**config.mk**
```make
export PLATFORM = sky130hd
export DESIGN_NAME = acc_dump_ctrl_flat
export DESIGN_NICKNAME = d
export VERILOG_FILES = /design/src/rtl/acc_dump_ctrl_pkg.sv /design/src/rtl/acc_dump_ctrl_if.sv /design/src/rtl/acc_dump_ctrl_acc.sv /design/src/rtl/acc_dump_ctrl.sv /design/src/flat_wrapper.sv
export SDC_FILE = /design/constraint.sdc
export NUM_CORES = 1
export LEC_CHECK = 0
export BUFFER_PORTS_ARGS = -buffer_cell sky130_fd_sc_hd__buf_2
export CAP_MARGIN = 20
export CORE_MARGIN = 2
export CORE_UTILIZATION = 57
export DETAILED_ROUTE_END_ITERATION = 8
export GPL_ROUTABILITY_DRIVEN = 0
export GPL_TIMING_DRIVEN = 0
export PLACE_DENSITY = 0.81
export RECOVER_POWER = 25
export SYNTH_ARGS = -nofsm -noshare
export SYNTH_HDL_FRONTEND = slang
export SYNTH_HIERARCHICAL = 1
export SYNTH_SLANG_ARGS = --single-unit
```
**constraint.sdc**
```tcl
create_clock -name clk -period 4.1 [get_ports clk]
set_input_delay 0.41 -clock clk [delete_from_list [all_inputs] [get_ports clk]]
set_output_delay 0.41 -clock clk [all_outputs]
set_load 0.03 [all_outputs]
```
**src/rtl/acc_dump_ctrl_pkg.sv**
```systemverilog
// Shared types and defaults for the integrate-and-dump controller.
//   state_t      : controller FSM states (ACCUM collects samples, DUMP holds a sum)
//   *_DEF        : default widths used by the top and its interface
package acc_dump_ctrl_pkg;

  localparam int unsigned IWIDTH_DEF = 16;
  localparam int unsigned OWIDTH_DEF = 30;
  localparam int unsigned CWIDTH_DEF = 8;

  typedef enum logic {
    ACCUM = 1'b0,
    DUMP  = 1'b1
  } state_t;

endpackage

```
**src/rtl/acc_dump_ctrl_if.sv**
```systemverilog
// Sample-in / sum-out stream pair of the integrate-and-dump controller.
//   in_tdata/in_tvalid/in_tready    : signed sample stream into the block
//   out_tdata/out_tvalid/out_tready : signed block-sum stream out of the block
//   slave  : controller view (consumes samples, produces sums)
//   master : environment view (produces samples, consumes sums)
interface acc_dump_ctrl_if #(
  parameter int unsigned IWIDTH = 16,
  parameter int unsigned OWIDTH = 30
);

  logic [IWIDTH-1:0] in_tdata;
  logic              in_tvalid;
  logic              in_tready;
  logic [OWIDTH-1:0] out_tdata;
  logic              out_tvalid;
  logic              out_tready;

  modport slave (
    input  in_tdata, in_tvalid, out_tready,
    output in_tready, out_tdata, out_tvalid
  );

  modport master (
    output in_tdata, in_tvalid, out_tready,
    input  in_tready, out_tdata, out_tvalid
  );

endinterface

```
**src/rtl/acc_dump_ctrl_acc.sv**
```systemverilog
// Sign-extending accumulator with a registered output.
//   clk   : rising-edge clock
//   clear : with acc, load the sample instead of adding to the running sum
//   acc   : update enable; the register holds when low
//   din   : signed sample, IWIDTH bits
//   dout  : running sum, OWIDTH bits, wraps modulo 2^OWIDTH
// The register has no reset: its content is only meaningful after a load.
module acc_dump_ctrl_acc #(
  parameter int unsigned IWIDTH = 16,
  parameter int unsigned OWIDTH = 30
) (
  input  logic              clk,
  input  logic              clear,
  input  logic              acc,
  input  logic [IWIDTH-1:0] din,
  output logic [OWIDTH-1:0] dout
);

  logic [OWIDTH-1:0] din_ext;

  // Sized cast of a signed operand sign-extends.
  assign din_ext = OWIDTH'($signed(din));

  always_ff @(posedge clk) begin
    if (acc) begin
      dout <= (clear ? '0 : dout) + din_ext;
    end
  end

endmodule

```
**src/rtl/acc_dump_ctrl.sv**
```systemverilog
// Integrate-and-dump controller: sums blocks of `rate` accepted samples and
// presents one sum per block on the output stream.
//   clk      : rising-edge clock
//   reset    : asynchronous, active-high
//   rate     : samples per block (0 behaves as 1), loaded on rate_stb
//   rate_stb : one-cycle strobe, loads rate and abandons any partial block
//   bus      : sample-in / sum-out streams (slave view)
module acc_dump_ctrl
  import acc_dump_ctrl_pkg::*;
#(
  parameter int unsigned IWIDTH = IWIDTH_DEF,
  parameter int unsigned OWIDTH = OWIDTH_DEF,
  parameter int unsigned CWIDTH = CWIDTH_DEF
) (
  input  logic              clk,
  input  logic              reset,
  input  logic [CWIDTH-1:0] rate,
  input  logic              rate_stb,
  acc_dump_ctrl_if.slave    bus
);

  localparam logic [CWIDTH-1:0] RATE_RST = CWIDTH'(1);

  state_t            state;
  logic [CWIDTH-1:0] cnt;
  logic [CWIDTH-1:0] rate_r;
  logic [CWIDTH-1:0] eff_rate;
  logic              out_valid;
  logic              in_ready;
  logic              in_beat;
  logic              out_beat;
  logic              last_beat;
  logic              acc_clear;
  logic              acc_en;

  // Block length; a zero rate degenerates to one-sample blocks.
  assign eff_rate  = (rate_r == '0) ? CWIDTH'(1) : rate_r;

  // Input stalls only behind an unconsumed sum, so a sum can be taken and
  // the next block started in the same cycle.
  assign out_valid = (state == DUMP);
  assign in_ready  = ~reset & ~rate_stb & ~(out_valid & ~bus.out_tready);
  assign in_beat   = bus.in_tvalid & in_ready;
  assign out_beat  = out_valid & bus.out_tready;
  assign last_beat = in_beat & (cnt == (eff_rate - CWIDTH'(1)));

  // First sample of a block loads, later ones add, otherwise hold.
  assign acc_en    = in_beat;
  assign acc_clear = in_beat & (cnt == '0);

  assign bus.in_tready  = in_ready;
  assign bus.out_tvalid = out_valid;

  // Rate register, per-block sample counter and ACCUM/DUMP sequencing.
  always_ff @(posedge clk or posedge reset) begin
    if (reset) begin
      state  <= ACCUM;
      cnt    <= '0;
      rate_r <= RATE_RST;
    end else begin
      if (rate_stb) begin
        rate_r <= rate;
        cnt    <= '0;
      end else if (in_beat) begin
        cnt <= last_beat ? '0 : cnt + CWIDTH'(1);
      end

      case (state)
        ACCUM: begin
          if (last_beat) begin
            state <= DUMP;
          end
        end
        DUMP: begin
          // A sample taken alongside the dump only closes a block when blocks
          // are one sample long.
          if (out_beat) begin
            state <= last_beat ? DUMP : ACCUM;
          end
        end
        default: state <= ACCUM;
      endcase
    end
  end

  acc_dump_ctrl_acc #(
    .IWIDTH (IWIDTH),
    .OWIDTH (OWIDTH)
  ) u_acc (
    .clk   (clk),
    .clear (acc_clear),
    .acc   (acc_en),
    .din   (bus.in_tdata),
    .dout  (bus.out_tdata)
  );

endmodule
```
**src/flat_wrapper.sv**
```systemverilog
// flat-port wrapper written by rule: the top's interface ports become plain ports
module acc_dump_ctrl_flat import acc_dump_ctrl_pkg::*;
#(
  parameter int unsigned IWIDTH = IWIDTH_DEF,
  parameter int unsigned OWIDTH = OWIDTH_DEF,
  parameter int unsigned CWIDTH = CWIDTH_DEF
)
  (clk, reset, rate, rate_stb, bus_in_tdata, bus_in_tvalid, bus_out_tready, bus_in_tready, bus_out_tdata, bus_out_tvalid);
  acc_dump_ctrl_if #(.IWIDTH(IWIDTH), .OWIDTH(OWIDTH)) bus_i ();
  input  logic clk;
  input  logic reset;
  input  logic [CWIDTH-1:0] rate;
  input  logic rate_stb;
  input wire logic [$bits(bus_i.in_tdata)-1:0] bus_in_tdata;
  input wire logic [$bits(bus_i.in_tvalid)-1:0] bus_in_tvalid;
  input wire logic [$bits(bus_i.out_tready)-1:0] bus_out_tready;
  output wire logic [$bits(bus_i.in_tready)-1:0] bus_in_tready;
  output wire logic [$bits(bus_i.out_tdata)-1:0] bus_out_tdata;
  output wire logic [$bits(bus_i.out_tvalid)-1:0] bus_out_tvalid;
  assign bus_i.in_tdata = bus_in_tdata;
  assign bus_i.in_tvalid = bus_in_tvalid;
  assign bus_i.out_tready = bus_out_tready;
  assign bus_in_tready = bus_i.in_tready;
  assign bus_out_tdata = bus_i.out_tdata;
  assign bus_out_tvalid = bus_i.out_tvalid;
  acc_dump_ctrl #(.IWIDTH(IWIDTH), .OWIDTH(OWIDTH), .CWIDTH(CWIDTH)) u_core (.clk(clk), .reset(reset), .rate(rate), .rate_stb(rate_stb), .bus(bus_i));
endmodule
```
==> metrics <==
Worst Setup Path Type flip-flop to flip-flop; PwrDens 310.0 mW/mm^2; number of max-cap violations 0; total gr overflow 0; minimum clock period after layout 3.824 ns; via count 3141; initial antenna violation count 0; first-pass GRT wire length 13770 um; Slew Viols, Final 0; Post-Place Cells 508; cells after synthesis 371; dpl hpwl 6175 um; HP Class input port to async pin; outcome completed; final hold viol count 0; Cell Area, Placed 0.004098 mm^2; Initial DRC Count 166; crit start category flip-flop; DR vias/cell 6.087; largest net degree at the start of global routing 24; Global Route Usage Sum 23.26%; Primary FF master, synth edfxtp_1; flops & latches, synth 47; non-filler cells in the finished layout 516; Seq/Total Area, Yosys 36.09%; maximum VDD drop 0.1656 mV; Worst Path Max Fanout 10; reg-to-reg endpoint u_core/u_acc/dout[28]$_DFFE_PP_; I/O pin cnt 61; DIE AREA 0.007112 mm^2; Syn-to-layout area delta 13.95%; CTS tree done; Final Util 66.77%; final net count 500; Cell Area, Synth 0.003679 mm^2; 1st-pass router iterations 5; n_diodes 0; H-tree levels 2; Port Buffers 59; number of buffers created by CTS 5; max frequency 261.5 MHz; Distinct cells, synth 65; syn_nets 433; Tcrit/Tclk final 93.26%; setup violators final 0; clk slew on worst S/H paths 0.09 ns; Routed WL 8068 um; Worst Path Arrival 3.88 ns; Root Driver clkbuf_8; CTS Buffer Depth 2; Final ANT Viol Nets 0; Die Y 84.34 um; number of synthesized flops with an enable pin 30; vias in the first global route 3085; flop-to-flop setup slack 0.28 ns; CP Data Required Time 4.16 ns; layout cells sized above 1 20.27%; # DRC 0; cell taking the most area after synthesis edfxtp_1; RSZ-0062 raised after global routing false; Initial Utilization 58.60%; Leakage 1.767 nW; syn_area_per_cell 9.915 um^2; R2R Path Start u_core/cnt[5]$_DFFE_PP0P_; asr flop ratio synth 36.17%; max_slew headroom 52.76%; FF-to-FF path depth 16; YS warnings 6; final non-filler cell area 0.004192 mm^2; Worst Setup End Kind flip-flop; post-synth top area share 24.49%; Area contributors post-synth edfxtp_1, dfrtp_1, ha_1; Die Width 84.34 um; Worst Max-Slew Pin Slew 0.7043 ns; core box area 0.006277 mm^2; Sink Count 47; row cnt 29; skew final 0.01580 ns; Worst-Skew Late Latency 0.31 ns; WL/cell 15.64 um
per-stage QoR:
step / power, mW / TNS [ns] / hold slack (ns) / worst slack [ns]
6_report: 1.299 / 0 / 0.1710 / 0.2764
3_3_place_gp: 1.003 / -1.762 / 0.5284 / -0.2850
3_5_place_dp: 1.021 / -3.556 / 0.5456 / -0.4266
2_1_floorplan: 0.9171 / 0 / 0.3353 / 0.1520
4_1_cts: 1.305 / 0 / 0.2042 / 0.06606
5_1_grt: 1.374 / 0 / 0.2385 / 0.04803
Yosys cell counts, drive strengths merged, types with 2 or more instances:
master   instances
nor2b           33
ha              32
edfxtp          30
a21oi           28
nand2           23
xnor2           22
nor2            17
o21ai           17
xor2            17
dfrtp           16
a21o            15
clkbuf          11
inv              9
nand3            9
nor3             9
nand4            8
a31oi            7
mux2             7
nand2b           6
nor4             4
o2111ai          4
o31ai            4
a211oi           3
a21boi           3
and3             3
o21a             3
a221oi           2
and2             2
nand3b           2
or2              2
routing by layer:
| layer | GRT usage [%] | vias to the layer above | wire, um |
|---|---|---|---|
| met2 | 39.39 | 124 | 3841 |
| met1 | 30.99 | 1486 | 3675 |
| met5 | 0 | - | 0 |
| met3 | 3.441 | 8 | 477 |
| li1 | - | 1523 | - |
| met4 | 7.215 | 0 | 72 |
critical path, cell delays in order (launching register included):
cell and delay (ns):
dfrtp_1 0.32, clkbuf_1 0.30, nor4_1 0.09, nand3_1 0.14
nor2_4 0.07, clkbuf_4 0.20, nor2b_1 0.15, ha_1 0.23
inv_1 0.07, fa_1 0.41, nor2b_1 0.18, o2111ai_1 0.17
a31oi_2 0.29, o2111ai_1 0.22, o41a_1 0.43, o21ai_1 0.21
xor2_1 0.09
worst max path at each step:
stage                         startpoint                              end  cells after the start
2_1_floorplan                   rate_stb  u_core/u_acc/dout[27]$_DFFE_PP_                     15
3_3_place_gp                    rate_stb  u_core/u_acc/dout[20]$_DFFE_PP_                     17
3_5_place_dp                    rate_stb  u_core/u_acc/dout[20]$_DFFE_PP_                     17
4_1_cts        u_core/cnt[5]$_DFFE_PP0P_  u_core/u_acc/dout[27]$_DFFE_PP_                     15
5_1_grt        u_core/cnt[3]$_DFFE_PP0P_  u_core/u_acc/dout[28]$_DFFE_PP_                     16
6_report       u_core/cnt[5]$_DFFE_PP0P_  u_core/u_acc/dout[28]$_DFFE_PP_                     16
state kept, by name (all words and copies together) (netlist names):
name	cells
u_core/u_acc/dout	30
u_core/cnt	8
u_core/rate_r	8
u_core/bus.out_tvalid	1
timing repair:
action / 4_1_cts / 5_1_grt
setup endpoints to repair: 8 / 5
pin swaps: 0 / 1
hold buffers: 0 / 0
resized for setup: 4 / 4
buffers inserted: 0 / 2
placed cells by master (no fill, tap or decap), types with 6 or more instances in the layout:
cell type  instances
nor2_1            15
nor3_1             8
buf_2             50
xor2_1            17
xnor2_1           22
nand4_1            8
edfxtp_1          30
mux2_2             7
a21oi_1           25
ha_1              32
o21ai_0           13
nand3_1            9
dfrtp_1           15
a21o_1            14
a31oi_1            6
clkbuf_1          19
nand2_1           22
inv_1              9
nor2b_1           33
nand2b_1           6
power breakdown:
part | total [mW] | internal, mW | switching [mW]
Combinational | 0.444 | 0.181 | 0.264
Sequential | 0.575 | 0.553 | 0.0225
Clock | 0.280 | 0.120 | 0.160
Total | 1.30 | 0.853 | 0.446
layout make-up:
cell class,count,area (um^2)
clock inverter,1,5.005
tap,77,96.34
multi-input combinational,302,2278
sequential,47,1329
inverter,10,37.54
clock buffer,7,76.32
buffer,10,42.54
timing repair buffer,62,326.6
fill,548,2086
logic make-up after synthesis:
group                    synth area share, %
XOR/XNOR                               9.286
AND/OR/NAND/NOR                        18.13
flip-flops                             36.09
adder cells (fa/ha/maj)                11.43
multiplexers                           2.415
AO/OA/AOI/OAI                          20.41
buffers and inverters                  2.245
Power figures use the tool's default switching activity.
